File: src/rtl/deconv_pkg.sv
// deconv_pkg
//   Shared types and sizing helpers for the N-kernel deconvolution scheduler.
//   - rd_state_e   : reader FSM states
//   - DEF_*        : default geometry (2x2 feature, 3x3 weight, 4 kernels)
//   - helpers      : counter widths, pixels/loads per channel, bus widths
package deconv_pkg;

    typedef enum logic [2:0] {
        RD_IDLE,
        RD_WAIT_BANK,
        RD_ISSUE,
        RD_STEP,
        RD_DONE
    } rd_state_e;

    // Minimum width 1 so single-entry counters still have a legal vector.
    function automatic int cnt_width(input int n);
        return (n < 2) ? 1 : $clog2(n);
    endfunction

    function automatic int pix_per_ch(input int sf);
        return sf * sf;
    endfunction

    function automatic int loads_per_ch(input int sf, input int sw);
        return sf * sw;
    endfunction

    function automatic int col_width(input int sf, input int pw);
        return sf * pw;
    endfunction

    function automatic int wbus_width(input int nk, input int sw, input int pw);
        return nk * sw * pw;
    endfunction

    localparam int DEF_N_KERNEL      = 4;
    localparam int DEF_SF            = 2;
    localparam int DEF_SW            = 3;
    localparam int DEF_PIX_WIDTH     = 16;
    localparam int DEF_CH_WIDTH      = 16;
    localparam int DEF_PIX_PER_CH    = pix_per_ch(DEF_SF);
    localparam int DEF_LOADS_PER_CH  = loads_per_ch(DEF_SF, DEF_SW);
    localparam int DEF_COL_W         = col_width(DEF_SF, DEF_PIX_WIDTH);
    localparam int DEF_WBUS_W        = wbus_width(DEF_N_KERNEL, DEF_SW, DEF_PIX_WIDTH);

endpackage

File: src/rtl/deconv_feat_pingpong.sv
// deconv_feat_pingpong
//   Two feature-map banks of SF*SF pixels, written alternately in column-major
//   order. A bank turns FULL the cycle after its last pixel and stays FULL until
//   the reader releases it.
// Ports:
//   i_clk, i_rst_n      clock, async active-low reset
//   i_wr_en, i_wr_data  accepted pixel (already gated by the caller)
//   i_rel, i_rd_bank    release the given read bank (clears its FULL flag)
//   i_rd_col            column to present on o_rd_col
//   o_wr_full           FULL flag of the current write bank
//   o_rd_full           FULL flag of i_rd_bank
//   o_wr_last           this write completes the write bank
//   o_rd_col            column i_rd_col of bank i_rd_bank, row r at [r*PIX_WIDTH +: PIX_WIDTH]
module deconv_feat_pingpong
    import deconv_pkg::*;
#(
    parameter  int SF        = DEF_SF,
    parameter  int PIX_WIDTH = DEF_PIX_WIDTH,
    localparam int PPC       = pix_per_ch(SF),
    localparam int PTR_W     = cnt_width(PPC),
    localparam int CW        = cnt_width(SF)
) (
    input  logic                    i_clk,
    input  logic                    i_rst_n,
    input  logic                    i_wr_en,
    input  logic [PIX_WIDTH-1:0]    i_wr_data,
    input  logic                    i_rel,
    input  logic                    i_rd_bank,
    input  logic [CW-1:0]           i_rd_col,
    output logic                    o_wr_full,
    output logic                    o_rd_full,
    output logic                    o_wr_last,
    output logic [SF*PIX_WIDTH-1:0] o_rd_col
);

    logic [PIX_WIDTH-1:0] bank_mem [2][PPC];
    logic [PTR_W-1:0]     wr_ptr;
    logic                 wr_bank;
    logic [1:0]           full;

    assign o_wr_last = i_wr_en && (wr_ptr == PTR_W'(PPC - 1));
    assign o_wr_full = full[wr_bank];
    assign o_rd_full = full[i_rd_bank];

    // NOTE: bank storage has no reset; the FULL flags gate every read, so stale
    // contents are never consumed and the array can stay plain flops/RAM.
    always_ff @(posedge i_clk) begin
        if (i_wr_en) begin
            bank_mem[wr_bank][wr_ptr] <= i_wr_data;
        end
    end

    always_ff @(posedge i_clk or negedge i_rst_n) begin
        if (!i_rst_n) begin
            wr_ptr  <= '0;
            wr_bank <= 1'b0;
            full    <= 2'b00;
        end else begin
            // NOTE: sequential state uses non-blocking assignments so every
            // register samples the pre-edge values, independent of statement order.
            if (i_wr_en) begin
                if (o_wr_last) begin
                    wr_ptr  <= '0;
                    wr_bank <= ~wr_bank;
                end else begin
                    wr_ptr  <= wr_ptr + PTR_W'(1);
                end
            end
            // A completing write targets a non-FULL bank and a release targets a
            // FULL one, so the two never hit the same bit in one cycle.
            for (int b = 0; b < 2; b++) begin
                if (o_wr_last && (wr_bank == 1'(b))) begin
                    full[b] <= 1'b1;
                end else if (i_rel && (i_rd_bank == 1'(b))) begin
                    full[b] <= 1'b0;
                end
            end
        end
    end

    always_comb begin
        // NOTE: default the whole output first so no path leaves it unassigned
        // (an unassigned path in always_comb infers a latch).
        o_rd_col = '0;
        for (int r = 0; r < SF; r++) begin
            o_rd_col[r*PIX_WIDTH +: PIX_WIDTH] =
                bank_mem[i_rd_bank][PTR_W'(int'(i_rd_col) * SF + r)];
        end
    end

endmodule

File: src/rtl/deconv_sched_nk.sv
// deconv_sched_nk
//   Buffers one feature-map channel at a time in a ping-pong store and feeds
//   (feature column x weight column) pairs to N_KERNEL lockstep cores, popping,
//   rewinding and advancing the per-kernel weight FIFOs.
// Ports:
//   i_clk, i_rst_n                   clock, async active-low reset
//   i_start, i_cfg_channels          job start pulse and channel count
//   o_busy, o_done                   job in progress / one-cycle completion pulse
//   i_feat_valid, i_feat_data        feature reader stream (column-major)
//   o_feat_en                        feature reader request
//   i_wfifo_valid, i_wfifo_data      weight FIFO heads, kernel k at slice k
//   o_wfifo_rd_en/_loop/_flush       FIFO pop / rewind / advance pulses
//   i_core_ready                     cores accept a load
//   o_core_load, o_core_new_chnl     load strobe, first load of a channel
//   o_core_feature_col/_weight_col   registered column buses
module deconv_sched_nk
    import deconv_pkg::*;
#(
    parameter int N_KERNEL        = DEF_N_KERNEL,
    parameter int SIZE_OF_FEATURE = DEF_SF,
    parameter int SIZE_OF_WEIGHT  = DEF_SW,
    parameter int PIX_WIDTH       = DEF_PIX_WIDTH,
    parameter int CH_WIDTH        = DEF_CH_WIDTH
) (
    input  logic                      i_clk,
    input  logic                      i_rst_n,
    input  logic                      i_start,
    input  logic [CH_WIDTH-1:0]       i_cfg_channels,
    output logic                      o_busy,
    output logic                      o_done,
    input  logic                      i_feat_valid,
    input  logic [PIX_WIDTH-1:0]      i_feat_data,
    output logic                      o_feat_en,
    input  logic                      i_wfifo_valid,
    input  logic [wbus_width(N_KERNEL, SIZE_OF_WEIGHT, PIX_WIDTH)-1:0] i_wfifo_data,
    output logic [N_KERNEL-1:0]       o_wfifo_rd_en,
    output logic [N_KERNEL-1:0]       o_wfifo_loop,
    output logic [N_KERNEL-1:0]       o_wfifo_flush,
    input  logic                      i_core_ready,
    output logic                      o_core_load,
    output logic                      o_core_new_chnl,
    output logic [col_width(SIZE_OF_FEATURE, PIX_WIDTH)-1:0] o_core_feature_col,
    output logic [wbus_width(N_KERNEL, SIZE_OF_WEIGHT, PIX_WIDTH)-1:0] o_core_weight_col
);

    localparam int SF     = SIZE_OF_FEATURE;
    localparam int SW     = SIZE_OF_WEIGHT;
    localparam int COL_W  = col_width(SF, PIX_WIDTH);
    localparam int CW     = cnt_width(SF);
    localparam int WW     = cnt_width(SW);

    rd_state_e         state;
    logic [CH_WIDTH-1:0] cfg_q;
    logic [CH_WIDTH-1:0] ch_cnt;      // channels fully issued
    logic [CH_WIDTH-1:0] ch_written;  // channels fully written into the banks
    logic [CW-1:0]     c_cnt;
    logic [WW-1:0]     w_cnt;
    logic              rd_bank;

    logic              wr_en;
    logic              wr_last;
    logic              wr_full;
    logic              rd_full;
    logic              fire;
    logic              last_pair;
    logic              start_acc;
    logic [COL_W-1:0]  rd_col;

    assign o_feat_en = o_busy && !wr_full && (ch_written < cfg_q);
    assign wr_en     = o_feat_en && i_feat_valid;
    assign fire      = (state == RD_ISSUE) && i_wfifo_valid && i_core_ready;
    assign last_pair = (c_cnt == CW'(SF - 1)) && (w_cnt == WW'(SW - 1));
    // DONE accepts a new start as well: o_busy is already low there.
    assign start_acc = i_start && ((state == RD_IDLE) || (state == RD_DONE));

    deconv_feat_pingpong #(
        .SF        (SF),
        .PIX_WIDTH (PIX_WIDTH)
    ) u_pingpong (
        .i_clk     (i_clk),
        .i_rst_n   (i_rst_n),
        .i_wr_en   (wr_en),
        .i_wr_data (i_feat_data),
        .i_rel     (fire && last_pair),
        .i_rd_bank (rd_bank),
        .i_rd_col  (c_cnt),
        .o_wr_full (wr_full),
        .o_rd_full (rd_full),
        .o_wr_last (wr_last),
        .o_rd_col  (rd_col)
    );

    always_ff @(posedge i_clk or negedge i_rst_n) begin
        if (!i_rst_n) begin
            state              <= RD_IDLE;
            cfg_q              <= '0;
            ch_cnt             <= '0;
            ch_written         <= '0;
            c_cnt              <= '0;
            w_cnt              <= '0;
            rd_bank            <= 1'b0;
            o_busy             <= 1'b0;
            o_done             <= 1'b0;
            o_core_load        <= 1'b0;
            o_core_new_chnl    <= 1'b0;
            o_wfifo_rd_en      <= '0;
            o_wfifo_loop       <= '0;
            o_wfifo_flush      <= '0;
            o_core_feature_col <= '0;
            o_core_weight_col  <= '0;
        end else begin
            // Strobes are single-cycle; the column buses hold their last load.
            o_done          <= 1'b0;
            o_core_load     <= 1'b0;
            o_core_new_chnl <= 1'b0;
            o_wfifo_rd_en   <= '0;
            o_wfifo_loop    <= '0;
            o_wfifo_flush   <= '0;

            if (start_acc) begin
                ch_written <= '0;
            end else if (wr_last) begin
                ch_written <= ch_written + CH_WIDTH'(1);
            end

            case (state)
                RD_IDLE, RD_DONE: begin
                    state <= RD_IDLE;
                    if (start_acc) begin
                        state  <= RD_WAIT_BANK;
                        o_busy <= 1'b1;
                        cfg_q  <= i_cfg_channels;
                        ch_cnt <= '0;
                        c_cnt  <= '0;
                        w_cnt  <= '0;
                    end
                end

                RD_WAIT_BANK: begin
                    // Checked first so a zero-channel job finishes without a bank.
                    if (ch_cnt == cfg_q) begin
                        state  <= RD_DONE;
                        o_done <= 1'b1;
                        o_busy <= 1'b0;
                    end else if (rd_full) begin
                        state <= RD_ISSUE;
                    end
                end

                RD_ISSUE: begin
                    if (fire) begin
                        state              <= RD_STEP;
                        o_core_load        <= 1'b1;
                        o_core_feature_col <= rd_col;
                        o_core_weight_col  <= i_wfifo_data;
                        o_wfifo_rd_en      <= '1;
                        o_core_new_chnl    <= (c_cnt == '0) && (w_cnt == '0);
                        if (w_cnt == WW'(SW - 1)) begin
                            w_cnt <= '0;
                            if (c_cnt == CW'(SF - 1)) begin
                                c_cnt         <= '0;
                                o_wfifo_flush <= '1;
                                rd_bank       <= ~rd_bank;
                                ch_cnt        <= ch_cnt + CH_WIDTH'(1);
                            end else begin
                                c_cnt        <= c_cnt + CW'(1);
                                o_wfifo_loop <= '1;
                            end
                        end else begin
                            w_cnt <= w_cnt + WW'(1);
                        end
                    end
                end

                RD_STEP: begin
                    // The flush strobe is still visible here and marks a channel end.
                    if (o_wfifo_flush[0]) begin
                        if (ch_cnt == cfg_q) begin
                            state  <= RD_DONE;
                            o_done <= 1'b1;
                            o_busy <= 1'b0;
                        end else begin
                            state <= RD_WAIT_BANK;
                        end
                    end else begin
                        state <= RD_ISSUE;
                    end
                end

                default: state <= RD_IDLE;
            endcase
        end
    end

endmodule

File: config.mk
export PLATFORM = sky130hd
export DESIGN_NAME = deconv_sched_nk
export DESIGN_NICKNAME = d
export VERILOG_FILES = /design/src/rtl/deconv_pkg.sv /design/src/rtl/deconv_feat_pingpong.sv /design/src/rtl/deconv_sched_nk.sv
export SDC_FILE = /design/constraint.sdc
export NUM_CORES = 1
export LEC_CHECK = 0
export BUFFER_PORTS_ARGS = -buffer_cell sky130_fd_sc_hd__buf_2
export CORE_MARGIN = 5
export CORE_UTILIZATION = 52
export CTS_CLUSTER_SIZE = 14
export DETAILED_ROUTE_END_ITERATION = 10
export GPL_ROUTABILITY_DRIVEN = 0
export HOLD_SLACK_MARGIN = 0.02
export PLACE_DENSITY = 0.82
export REMOVE_ABC_BUFFERS = 1
export SYNTH_ARGS = -nofsm -noshare
export SYNTH_HDL_FRONTEND = slang
export SYNTH_SLANG_ARGS = --single-unit
export TNS_END_PERCENT = 50
File: constraint.sdc
create_clock -name i_clk -period 3.4 [get_ports i_clk]
set_input_delay 0.34 -clock i_clk [delete_from_list [all_inputs] [get_ports i_clk]]
set_output_delay 0.34 -clock i_clk [all_outputs]
set_load 0.01 [all_outputs]
# After elaboration in Yosys (flattened, before gate mapping)

Memories as Yosys holds them, arrays and structs flattened.
Cells that the tools add are included.

Bits in registers: 300
RAM bits: 128
Bits of input ports: 230
Output and inout bits: 241
Logic and storage cells: 150
Memories: 1

Add/sub/neg operators: 6
$lt $le $gt $ge: 7
Eq/ne operators: 13
Muxes and demuxes: 63
Bitwise logic cells: 6
Reductions and logical operators: 34

Memory list:

| name                | words | width | rd ports | clocked after Yosys merged registers in | write ports | RTL line                   | RTL |
|---|---|---|---|---|---|---|---|
| u_pingpong.bank_mem | 2     | 64    | 1        | 0                                       | 1           | deconv_feat_pingpong.sv:36 | `logic [PIX_WIDTH-1:0] bank_mem [2][PPC];` |

Operator list:

| operator              | count |
|---|---|
| $mux 16               | 11 |
| $bmux 16 s2           | 2 |
| $mux 64               | 1 |
| $mux 4                | 10 |
| $add 16x1->16 const B | 2 |
| $demux 16 s2          | 1 |
| $pmux 16 s2           | 1 |
| $mux 1                | 23 |
| $eq 16x16->1          | 1 |
| $lt 16x16->1          | 1 |
| $logic_and 1x1->1     | 15 |
| $mux 3                | 5 |
| $pmux 3 s4            | 1 |
| $mux 2                | 4 |
| $ne 2x2->1 const B    | 4 |
| $reduce_and 2->1      | 4 |
| $reduce_and 4->1      | 2 |
| $reduce_bool 2->1     | 4 |
| $add 2x1->2 const B   | 3 |
| $eq 3x2->1 const B    | 2 |
| $ge 2x3->1 const B    | 2 |
| $reduce_and 3->1      | 2 |
| $reduce_and 5->1      | 1 |
| $eq 2x2->1 const B    | 2 |
| 20 further kinds      | 25 |

# Depth between registers and ports, before layout

Gate-level depths: netlist of run 1.

Depth in word-level cells: 9
Gate-level depth with buffers: 10
Depth with buffers taken out: 8

# Cells and area by module

Synthesis of run 1 repeated with hierarchy kept, for this count alone.

Cell total of the unflattened synthesis: 1494
Area total of the unflattened synthesis: 16723.5 um^2

Modules (own cells, without submodules):

| module               | instances | cells each | area each (um^2) | seq. area each (um^2) |
|---|---|---|---|---|
| deconv_sched_nk      | 1         | 1292       | 11727.5          | 7131.8 |
| deconv_feat_pingpong | 1         | 202        | 4996.0           | 3968.8 |

# Worst setup path after synthesis of run 1

No wires, ideal clock.

Path kind: register to register
Start: register cfg_q[13]
End: memory u_pingpong.bank_mem[0][0] in the netlist's numbering, enable pin
Library setup time: 0.390 ns
Data arrival time: 2.445 ns
Data required time: 3.010 ns
Setup slack: 0.565 ns
Stages on the path, launching flop included: 10
Buffers on the path: 2
Clock period less this slack: 2.835 ns
Path through: dfrtp_1 > inv_1 > ha_1 > a21oi_1 > o2111ai_1 > a211oi_2 > nand2_4 > buf_6 > buf_6 > nor2_1

Word-level cells in the longest chain between the ends: 5

RTL lines:

| item                          | RTL line                   | RTL |
|---|---|---|
| start, declared               | deconv_sched_nk.sv:53      | `logic [CH_WIDTH-1:0] cfg_q;` |
| start signal, assigned        | deconv_sched_nk.sv:132     | `cfg_q <= i_cfg_channels;` |
| $lt 16x16->1                  | deconv_sched_nk.sv:69      | `assign o_feat_en = o_busy && !wr_full && (ch_written < cfg_q);` |
| $logic_and 1x1->1             | deconv_sched_nk.sv:69      |  |
| $logic_and 1x1->1             | deconv_sched_nk.sv:70      | `assign wr_en = o_feat_en && i_feat_valid;` |
| $mux 1                        | deconv_feat_pingpong.sv:48 | `if (i_wr_en) begin` |
| $mux 64 (not written as such) | deconv_feat_pingpong.sv:49 | `bank_mem[wr_bank][wr_ptr] <= i_wr_data;` |
| end, declared                 | deconv_feat_pingpong.sv:36 |  |

Every way passes these cells.

# Worst setup path after layout of run 1

Start: register ch_written[13]
End: output o_feat_en

Word-level cells in the longest chain between the ends: 2

RTL lines:

| item                   | RTL line               | RTL |
|---|---|---|
| start, declared        | deconv_sched_nk.sv:55  | `logic [CH_WIDTH-1:0] ch_written;` |
| start signal, assigned | deconv_sched_nk.sv:123 | `ch_written <= ch_written + CH_WIDTH'(1);` |
| $lt 16x16->1           | deconv_sched_nk.sv:69  |  |
| $logic_and 1x1->1      | deconv_sched_nk.sv:69  |  |
| end, declared          | deconv_sched_nk.sv:33  | `output logic o_feat_en,` |

Every way passes these cells.

==> results of run 1 <==
==> power by group through the flow <==
stage,Combinational [mW],Sequential [mW],Clock (mW)
floorplan,2.29,8.46,0
global placement,5.56,7.75,0
detailed placement,5.71,7.83,0
CTS,5.95,7.77,4.88
global route,6.56,8.07,5.14
finish,6.15,7.90,4.84
==> final cells by class <==
type / count / share of cell area
clock buffers: 60 / 0.0544
multi-input cells: 993 / 0.225
repair buffers: 682 / 0.197
diodes: 5 / 0.000549
well taps: 402 / 0.0221
flip-flops and latches: 418 / 0.487
clock inverters: 17 / 0.00988
inverters: 26 / 0.00450
==> through the flow <==
stage | TNS, ns | total power, mW | util | hold slack [ns]
floorplan | -1245.77 | 10.7 | - | 0.0444
detailed placement | 0 | 13.5 | 0.614 | 0.417
finish | 0 | 18.9 | 0.721 | 0.0381
global route | 0 | 19.8 | 0.721 | 0.0266
CTS | 0 | 18.6 | 0.720 | 0.0207
global placement | 0 | 13.3 | 0.614 | 0.415
==> state kept, by name, indices dropped and copies added (netlist names) <==
name	cells
o_core_feature_col	32
o_busy	1
u_pingpong.wr_bank	1
o_wfifo_flush	1
u_pingpong.full	2
ch_cnt	16
o_done	1
w_cnt	2
c_cnt	1
o_core_new_chnl	1
o_wfifo_loop	1
u_pingpong.wr_ptr	2
o_core_weight_col	192
ch_written	16
cfg_q	16
o_wfifo_rd_en	1
state	3
rd_bank	1
u_pingpong.bank_mem	128
==> routing by layer <==
layer	up-vias	GRT usage	part of all wire
li1	6266	-	-
met1	7078	0.391	0.36
met2	970	0.495	0.46
met3	254	0.0820	0.098
met4	2	0.190	0.078
met5	-	0	0.00023
==> placed cells by master, fill, tap and decap left out, drive strengths merged, types with 10 or more instances in the layout <==
master / instances
nand4: 10
clkbuf: 60
nand2: 717
inv: 27
o21ai: 29
nor2: 29
nand3: 15
dfrtp: 290
a21oi: 21
mux4: 32
buf: 491
ha: 21
clkinv: 13
xor2: 26
edfxtp: 128
and3: 11
dlygate4sd3: 191
==> cells by family (layout without fill, tap and decap cells) <==
kind of cell               after synthesis  count (layout)  share of synthesized area
AOI/OAI and AO/OA                       74              74                     0.0274
and+or+nand+nor                        829             829                      0.200
adders and majority gates               21              21                     0.0157
other                                    0               5                          0
xor gates and xnor gates                33              33                     0.0173
DFF                                    418             418                      0.665
buffers and inverters                  110             785                     0.0287
muxes                                   36              36                     0.0457
==> what timing repair did <==
| action | 4_1_cts | 5_1_grt |
|---|---|---|
| resized for setup | 0 | 0 |
| endpoints found under the hold margin | 273 | 0 |
| hold buffers | 191 | 0 |
==> worst min-delay path by stage <==
stage	from	to	slack (ns)	cells after the start
3_5_place_dp	i_rst_n	o_core_weight_col[163]$_DFFE_PN0P_	0.42	1
6_report	i_cfg_channels[1]	cfg_q[1]$_DFFE_PN0P_	0.04	3
2_1_floorplan	i_rst_n	c_cnt$_DFFE_PN0P_	0.04	0
5_1_grt	i_cfg_channels[13]	cfg_q[13]$_DFFE_PN0P_	0.03	3
3_3_place_gp	i_rst_n	o_core_weight_col[162]$_DFFE_PN0P_	0.42	1
4_1_cts	i_cfg_channels[5]	cfg_q[5]$_DFFE_PN0P_	0.02	3
==> tightest hold or removal path: stages <==
cell     delay, ns
buf_2         0.08
nand2_1       0.05
o21ai_0       0.08
==> results.toml, run 1 <==
[outcome]
run_status = "completed"

[die]
die-width_um = 189
coreArea_mm2 = 0.0316
rows = 65
ios = 471
start_util = 0.528
design.die.area_mm2 = 0.0358
die_y_um = 189

[synth]
syn_area_per_cell_um2 = 11.0
ys.flop_type = "dfrtp_1"
synth_seq_area_share = 0.665
synth_area_leader_cell = "dfrtp_1"
yosys_warnings = 0
synth_cell_types = 55
synth.most_common_cell = "nand2_1"
synth_area_mm2 = 0.0167
synth_edf_count = 128
synth_top_area_share = 0.435
ys_async_sr_fraction = 0.694
synthesis.instances = 1521
synth_common_cells = "nand2_1 (716), dfrtp_1 (290), edfxtp_1 (128)"
synth_seq_cells = 418
ys_top_cells_by_area = "dfrtp_1 (43%), edfxtp_1 (23%), nand2_1 (16%)"

[sta]
layout_setup_ws_ns = 0.714
period_share = 0.790
max_slew_margin = 0.186
setup_viol = 0
fmax_ghz = 0.372
rsz0062_at_grt = "false"
final.min_clock_period_ns = 2.69
finalClockSkew_ns = 0.0250
tightest_slew_ns = 1.22
drv_slew = 0
finalHoldViolCount = 0

[cells_and_area]
nNetsFinal = 2415
fillCellCount = 1953
drive_gt1_frac = 0.275
multi_input_area_mm2 = 0.00512
seq_area_mm2 = 0.0111
area_growth_pct = 36.6
final_area_mm2 = 0.0228
final_cells = 2603

[pwr]
p_leak_nw = 11.4
powerDensity_mw_per_mm2 = 828
ir_drop_uv = 468
pwr-share-clk = 0.256
internal_power_mw = 12.0
pwr-share-comb = 0.326
p_seq_frac = 0.418
p_switching_mw = 6.93
switching_share = 0.367

[setup_path]
critPathSlowestCell = "dfrtp_1"
critPathCapture = "o_feat_en"
crit_type = "flip-flop to output pin"
cp-start-kind = "flip-flop"
r2r_end = "ch_written[9]$_DFFE_PN0P_"
r2r_slack_ns = 0.78
r2r-start = "ch_written[13]$_DFFE_PN0P_"
cp.buffers_inverters = 1
critPathMaxFanout = 6
cp-end-kind = "output pin"
crit_arrival_ns = 2.35
crit_cells = 6
reg2reg_depth = 7
cpLargestDelayFamily = "simple AND/OR/NAND/NOR gates"
path_cells = "ha_1 -> nand4_1 -> nor3_1 -> a31oi_2 -> and2_2 -> buf_2"
critPathLaunch = "ch_written[13]$_DFFE_PN0P_"
max_stage_delay_ns = 0.44
crit_required_ns = 3.06

[clock_network]
clk_latency_ns = 0.56
cts_buffer_depth = 3
htreeDepth = 2
cts_root_buffer = "clkbuf_16"
postCtsSetupRepairBufs = 0
cts_sinks = 418
path_clk_slew_ns = 0.06
cts_buffers = 43
cts_tree = "done"

[grt]
first_global_vias = 14800
grt_first_pass_wirelength_mm = 87.6
antenna_found_initial = 5
grt_usage = 0.314
grt_max_degree = 226
globalRouteOverflowTotal = 0

[routing]
wire_per_inst_um = 22.1
postRouteAntennaNets = 0
wirelength_mm = 57.6
drt_iter0_markers = 1369
vias = 14600
drcViolationCount = 0
vias_per_cell = 5.60
first_pass_iters = 7

[place]
numPlacedInstances = 2330
io_buffers = 470
preCtsSetupSlack_ns = 0.833
place_area_mm2 = 0.0194
dpl.hpwl_mm = 34.8

[flow_run]
max_cap_violations = 0

[worst_hold_path]
hold_class = "input pin to flip-flop"
(Power assumes the default switching activity.)
==> inputs of run 2 (changes only) <==
Clock period 3.4 ns to 2.77 ns, I/O delays scaled along.
==> run 2 against run 1 <==
Against the previous run:
- highest routed layer unchanged
- critical endpoint unchanged
- global-route usage grew 1.5 points
- critical path type unchanged
- total power rose by 24%
- die area is the same
- flip-flop and latch count did not move
- clock skew decreased by 0.0069 ns
==> results.toml, run 2 (synthesis results as in run 1) <==
[sta]
finalClockSkew_ns = 0.0180
tightest_slew_ns = 1.01
fmax_ghz = 0.379
layout_setup_ws_ns = 0.130
period_share = 0.953
rsz0062_at_grt = "false"
final.min_clock_period_ns = 2.64
whs_ns = 0.0436
finalHoldViolCount = 0
setup_viol = 0
max_slew_margin = 0.328
drv_slew = 0

[clock_network]
cts_buffers = 44
cts_buffer_depth = 3
path_clk_slew_ns = 0.06
cts_sinks = 418
cts_tree = "done"
clk_latency_ns = 0.55
cts_root_buffer = "clkbuf_16"
htreeDepth = 2

[worst_hold_path]
hold_class = "input pin to flip-flop"
worstHoldStart = "i_feat_data[8]"
hold_end = "u_pingpong.bank_mem[0][8]$_DFFE_PP_"
whs_path_depth = 1

[routing]
wl_met2_mm = 27.2
vias = 14900
wirelength_mm = 60.1
vias_per_cell = 5.65
drt-met1-wl_mm = 21.1
wl_met3_mm = 6.58
drt_iter0_markers = 1457
postRouteAntennaNets = 0
wire_per_inst_um = 22.9
drcViolationCount = 0
highest_layer = "met5"
first_pass_iters = 7

[cells_and_area]
reg.largest.list = "o_core_weight_col x192, u_pingpong.bank_mem x128, o_core_feature_col x32"
top_register = "o_core_weight_col"
final_common_cell = "nand2_1"
area_growth_pct = 38.6
largest_register_ffs = 192
drive_gt1_frac = 0.273
final_core_util = 0.731
mostFrequentLayoutCells = "nand2_1 (716), buf_2 (469), dfrtp_1 (289), dlygate4sd3_1 (214), edfxtp_1 (128)"
final_area_mm2 = 0.0231
nNetsFinal = 2443

[place]
place_area_mm2 = 0.0196
dpl.hpwl_mm = 35.7
preCtsSetupSlack_ns = 0.226
io_buffers = 470

[flow_run]
max_cap_violations = 0

[setup_path]
crit_type = "flip-flop to output pin"
r2r_end = "u_pingpong.bank_mem[0][31]$_DFFE_PP_"
max_stage_delay_ns = 0.37
reg2reg_depth = 9
r2r_slack_ns = 0.22
path_cells = "inv_1 -> ha_1 -> nand4_1 -> nor3_2 -> a31oi_2 -> buf_4 -> and2_2 -> buf_2"
crit_required_ns = 2.49
cp.buffers_inverters = 3
r2r-start = "cfg_q[7]$_DFFE_PN0P_"
cp-end-kind = "output pin"
cpLargestDelayFamily = "simple AND/OR/NAND/NOR gates"
critPathSlowestCell = "dfrtp_1"
cp-start-kind = "flip-flop"
critPathMaxFanout = 6
crit_arrival_ns = 2.36

[die]
ios = 471
die-width_um = 189
start_util = 0.528
rows = 65
design.die.area_mm2 = 0.0358
die_y_um = 189
coreArea_mm2 = 0.0316

[grt]
globalRouteOverflowTotal = 0
grt_max_degree = 226
grt_first_pass_wirelength_mm = 90.6
grt_usage = 0.329
first_global_vias = 15100
antenna_found_initial = 4

[outcome]
run_status = "completed"

[pwr]
ir_drop_uv = 651
p_leak_nw = 11.5
powerDensity_mw_per_mm2 = 1010
-- run 2: cell count changes in the layout (fill, tap and decap cells not counted), moves of 2 or more --
cell / change
dlygate4sd3_1: +23
buf_12: +11
buf_4: -7
clkbuf_1: +5
clkbuf_8: -4
clkinvlp_4: +4
diode_2: -4
bufinv_16: -2
clkinv_1: -2
-- run 2: worst max path at each step --
stage | cells past startpoint | slack [ns] | startpoint | endpoint
final | 8 | 0.13 | cfg_q[15]$_DFFE_PN0P_ | o_feat_en
after global routing | 8 | 0.003 | cfg_q[11]$_DFFE_PN0P_ | o_feat_en
after CTS | 6 | 0.06 | cfg_q[1]$_DFFE_PN0P_ | o_feat_en
after detailed placement | 7 | 0.23 | cfg_q[1]$_DFFE_PN0P_ | u_pingpong.bank_mem[0][30]$_DFFE_PP_
after global placement | 7 | 0.28 | cfg_q[1]$_DFFE_PN0P_ | u_pingpong.bank_mem[0][30]$_DFFE_PP_
after floorplan | 4 | -6.46 | state[1]$_DFFE_PN0P_ | rd_bank$_DFFE_PN0P_
-- run 2: metal layers --
metal,track usage,up-vias
li1,-,6322
met1,0.412,7078
met2,0.507,1137
met3,0.0898,316
met4,0.212,6
met5,0,-
-- run 2: cell type report --
type                       instances  area, um2
fill                            1917       8500
inverter                          26        103
clock buffer                      62       1230
timing repair buffer             709       4890
multi-input combinational        993       5130
antenna                            1       2.50
sequential                       418      11100
tap                              402        503
clock inverter                    17        178
-- run 2: per-stage QoR --
stage / std cells / TNS, ns / power [mW]
after floorplan: 1437 / -1420.28 / 13.2
after global placement: 2333 / 0 / 16.4
after detailed placement: 2333 / 0 / 16.7
after CTS: 2626 / 0 / 22.8
after global routing: 2628 / 0 / 24.4
final: 2628 / 0 / 23.3
-- run 2: repair_timing --
item | CTS | global route
setup buffers | 0 | 1
hold buffers | 214 | 0
setup endpoints to repair | 0 | 8
resized for setup | 0 | 2
endpoints found under the hold margin | 333 | 0
-- run 2: power by group --
| part | internal [mW] | switching [mW] |
|---|---|---|
| logic | 2.95 | 4.89 |
| registers | 8.37 | 1.38 |
| clock network | 3.24 | 2.53 |
==> inputs of run 3 (changes only) <==
==> constraint.sdc (replaced) <==
create_clock -name i_clk -period 2.77 [get_ports i_clk]
set_input_delay 0.554 -clock i_clk [delete_from_list [all_inputs] [get_ports i_clk]]
set_output_delay 0.554 -clock i_clk [all_outputs]
set_load 0.01 [all_outputs]
==> run 3 against run 2 <==
Against the previous run:
- combinational power down 7.0%
- cell area fell by 7.8%
- non-clock buffer count is 191 lower
- the run now ends with negative setup slack left
- clock-buffer cell count is 9 lower
- first-iteration DRC count down 24%
- maximum frequency is 4.9% lower
- clock skew rose by 0.0062 ns
==> results.toml, run 3 (synthesis results as in run 1) <==
[outcome]
run_status = "finished with violations"
failed_checks = "negative setup slack"

[die]
rows = 65
coreArea_mm2 = 0.0316
die-width_um = 189
ios = 471
die_y_um = 189
design.die.area_mm2 = 0.0358
start_util = 0.528

[clock_network]
cts_buffers = 45
clk_latency_ns = 0.55
cts_tree = "done"
path_clk_slew_ns = 0.06
htreeDepth = 2
cts_sinks = 418
cts_buffer_depth = 3
cts_root_buffer = "clkbuf_16"

[sta]
setup_tns_ns = -0.00553
setup_viol = 1
rsz0062_at_grt = "true"
finalHoldViolCount = 0
drv_slew = 0
max_slew_margin = 0.557
final.min_clock_period_ns = 2.78
fmax_ghz = 0.360
layout_setup_ws_ns = -0.00553
tightest_slew_ns = 0.664
period_share = 1.00
finalClockSkew_ns = 0.0243

[cells_and_area]
final_cells = 2445
largest_register_ffs = 192
reg.largest.list = "o_core_weight_col x192, u_pingpong.bank_mem x128, o_core_feature_col x32"
multi_input_area_mm2 = 0.00519
seq_area_mm2 = 0.0111
mostFrequentLayoutCells = "nand2_1 (716), buf_2 (468), dfrtp_1 (287), edfxtp_1 (128), clkbuf_16 (45)"
fillCellCount = 2272
area_growth_pct = 27.8
nNetsFinal = 2253
top_register = "o_core_weight_col"
drive_gt1_frac = 0.316
final_common_cell = "nand2_1"

[worst_hold_path]
hold_class = "input pin to flip-flop"

[routing]
vias_per_cell = 5.41
drt_iter0_markers = 1105
wire_per_inst_um = 20.9
drcViolationCount = 0
vias = 13200
first_pass_iters = 5
postRouteAntennaNets = 0
wirelength_mm = 51.1

[setup_path]
crit_required_ns = 2.22
crit_type = "flip-flop to output pin"
path_cells = "ha_1 -> nand4_1 -> nor3_2 -> a31oi_4 -> and2_4 -> buf_6"
crit_arrival_ns = 2.22
cpLargestDelayFamily = "simple AND/OR/NAND/NOR gates"
max_stage_delay_ns = 0.45
cp.buffers_inverters = 1
critPathMaxFanout = 7
cp-start-kind = "flip-flop"
critPathSlowestCell = "dfrtp_2"
cp-end-kind = "output pin"

[grt]
antenna_found_initial = 9
grt_first_pass_wirelength_mm = 77.1
grt_usage = 0.278
grt_max_degree = 130
globalRouteOverflowTotal = 0
first_global_vias = 13100

[pwr]
ir_drop_uv = 676
powerDensity_mw_per_mm2 = 1090
p_leak_nw = 10.8

[place]
dpl.hpwl_mm = 36.1
numPlacedInstances = 2343
io_buffers = 470

[flow_run]
max_cap_violations = 0
run 3: power breakdown:
part / internal, mW / leakage [nW] / switching (mW)
Sequential: 8.37 / 4.79 / 1.21
Combinational: 2.83 / 5.24 / 4.46
Clock: 3.83 / 0.767 / 2.49
run 3: path summary, 6_finish.rpt:
| path | from | end | slack, ns | cells past startpoint |
|---|---|---|---|---|
| max in group asynchronous | i_rst_n | o_core_weight_col[148]$_DFFE_PN0P_ | 1.42 | 3 |
| min in group asynchronous | i_rst_n | o_core_weight_col[74]$_DFFE_PN0P_ | 0.59 | 2 |
| setup / recovery | ch_written[6]$_DFFE_PN0P_ | o_feat_en | -0.006 | 6 |
| hold reg to reg | o_core_weight_col[3]$_DFFE_PN0P_ | o_core_weight_col[3]$_DFFE_PN0P_ | 0.47 | 2 |
| setup reg to reg | ch_written[1]$_DFFE_PN0P_ | u_pingpong.bank_mem[0][36]$_DFFE_PP_ | 0.04 | 8 |
| hold / removal | i_wfifo_data[112] | o_core_weight_col[112]$_DFFE_PN0P_ | 0.20 | 3 |
run 3: timing repair:
| item | in CTS | in global routing |
|---|---|---|
| pin swaps | 5 | 3 |
| hold endpoints to repair | 58 | 0 |
| setup endpoints to repair | 1 | 15 |
| hold buffers | 1 | 0 |
| buffers inserted | 11 | 2 |
| gates resized for setup | 9 | 4 |
run 3: layout make-up:
class | instances | area share
multi-input combinational | 993 | 0.244
clock inverter | 30 | 0.0179
tap | 402 | 0.0236
antenna | 5 | 0.000587
clock buffer | 53 | 0.0556
inverter | 26 | 0.00481
sequential | 418 | 0.521
timing repair buffer | 518 | 0.133
run 3: through the flow:
step | hold WS (ns) | setup WS, ns | total power, mW | util | instance area [um2]
after floorplan | 0.258 | -6.46 | 13.2 | - | 16300
after global placement | 0.451 | 0.262 | 16.5 | 0.618 | 19600
after detailed placement | 0.457 | 0.174 | 16.8 | 0.618 | 19600
after CTS | 0.172 | 0.00888 | 23.3 | 0.673 | 21300
after global routing | 0.179 | -0.0617 | 24.4 | 0.674 | 21300
final | 0.197 | -0.00553 | 23.2 | 0.674 | 21300
run 3: per-layer routing:
layer  vias to the layer above  wire (um)  track usage
li1                       5958          -            -
met1                      6382      19500        0.371
met2                       719      24100        0.439
met3                       166       4380       0.0562
met4                         6       3120        0.137
met5                         -         39            0
run 3: tightest hold or removal path, cell delays in order:
cell and delay [ns]:
buf_2 0.07, nand2_1 0.04, nand2_1 0.05
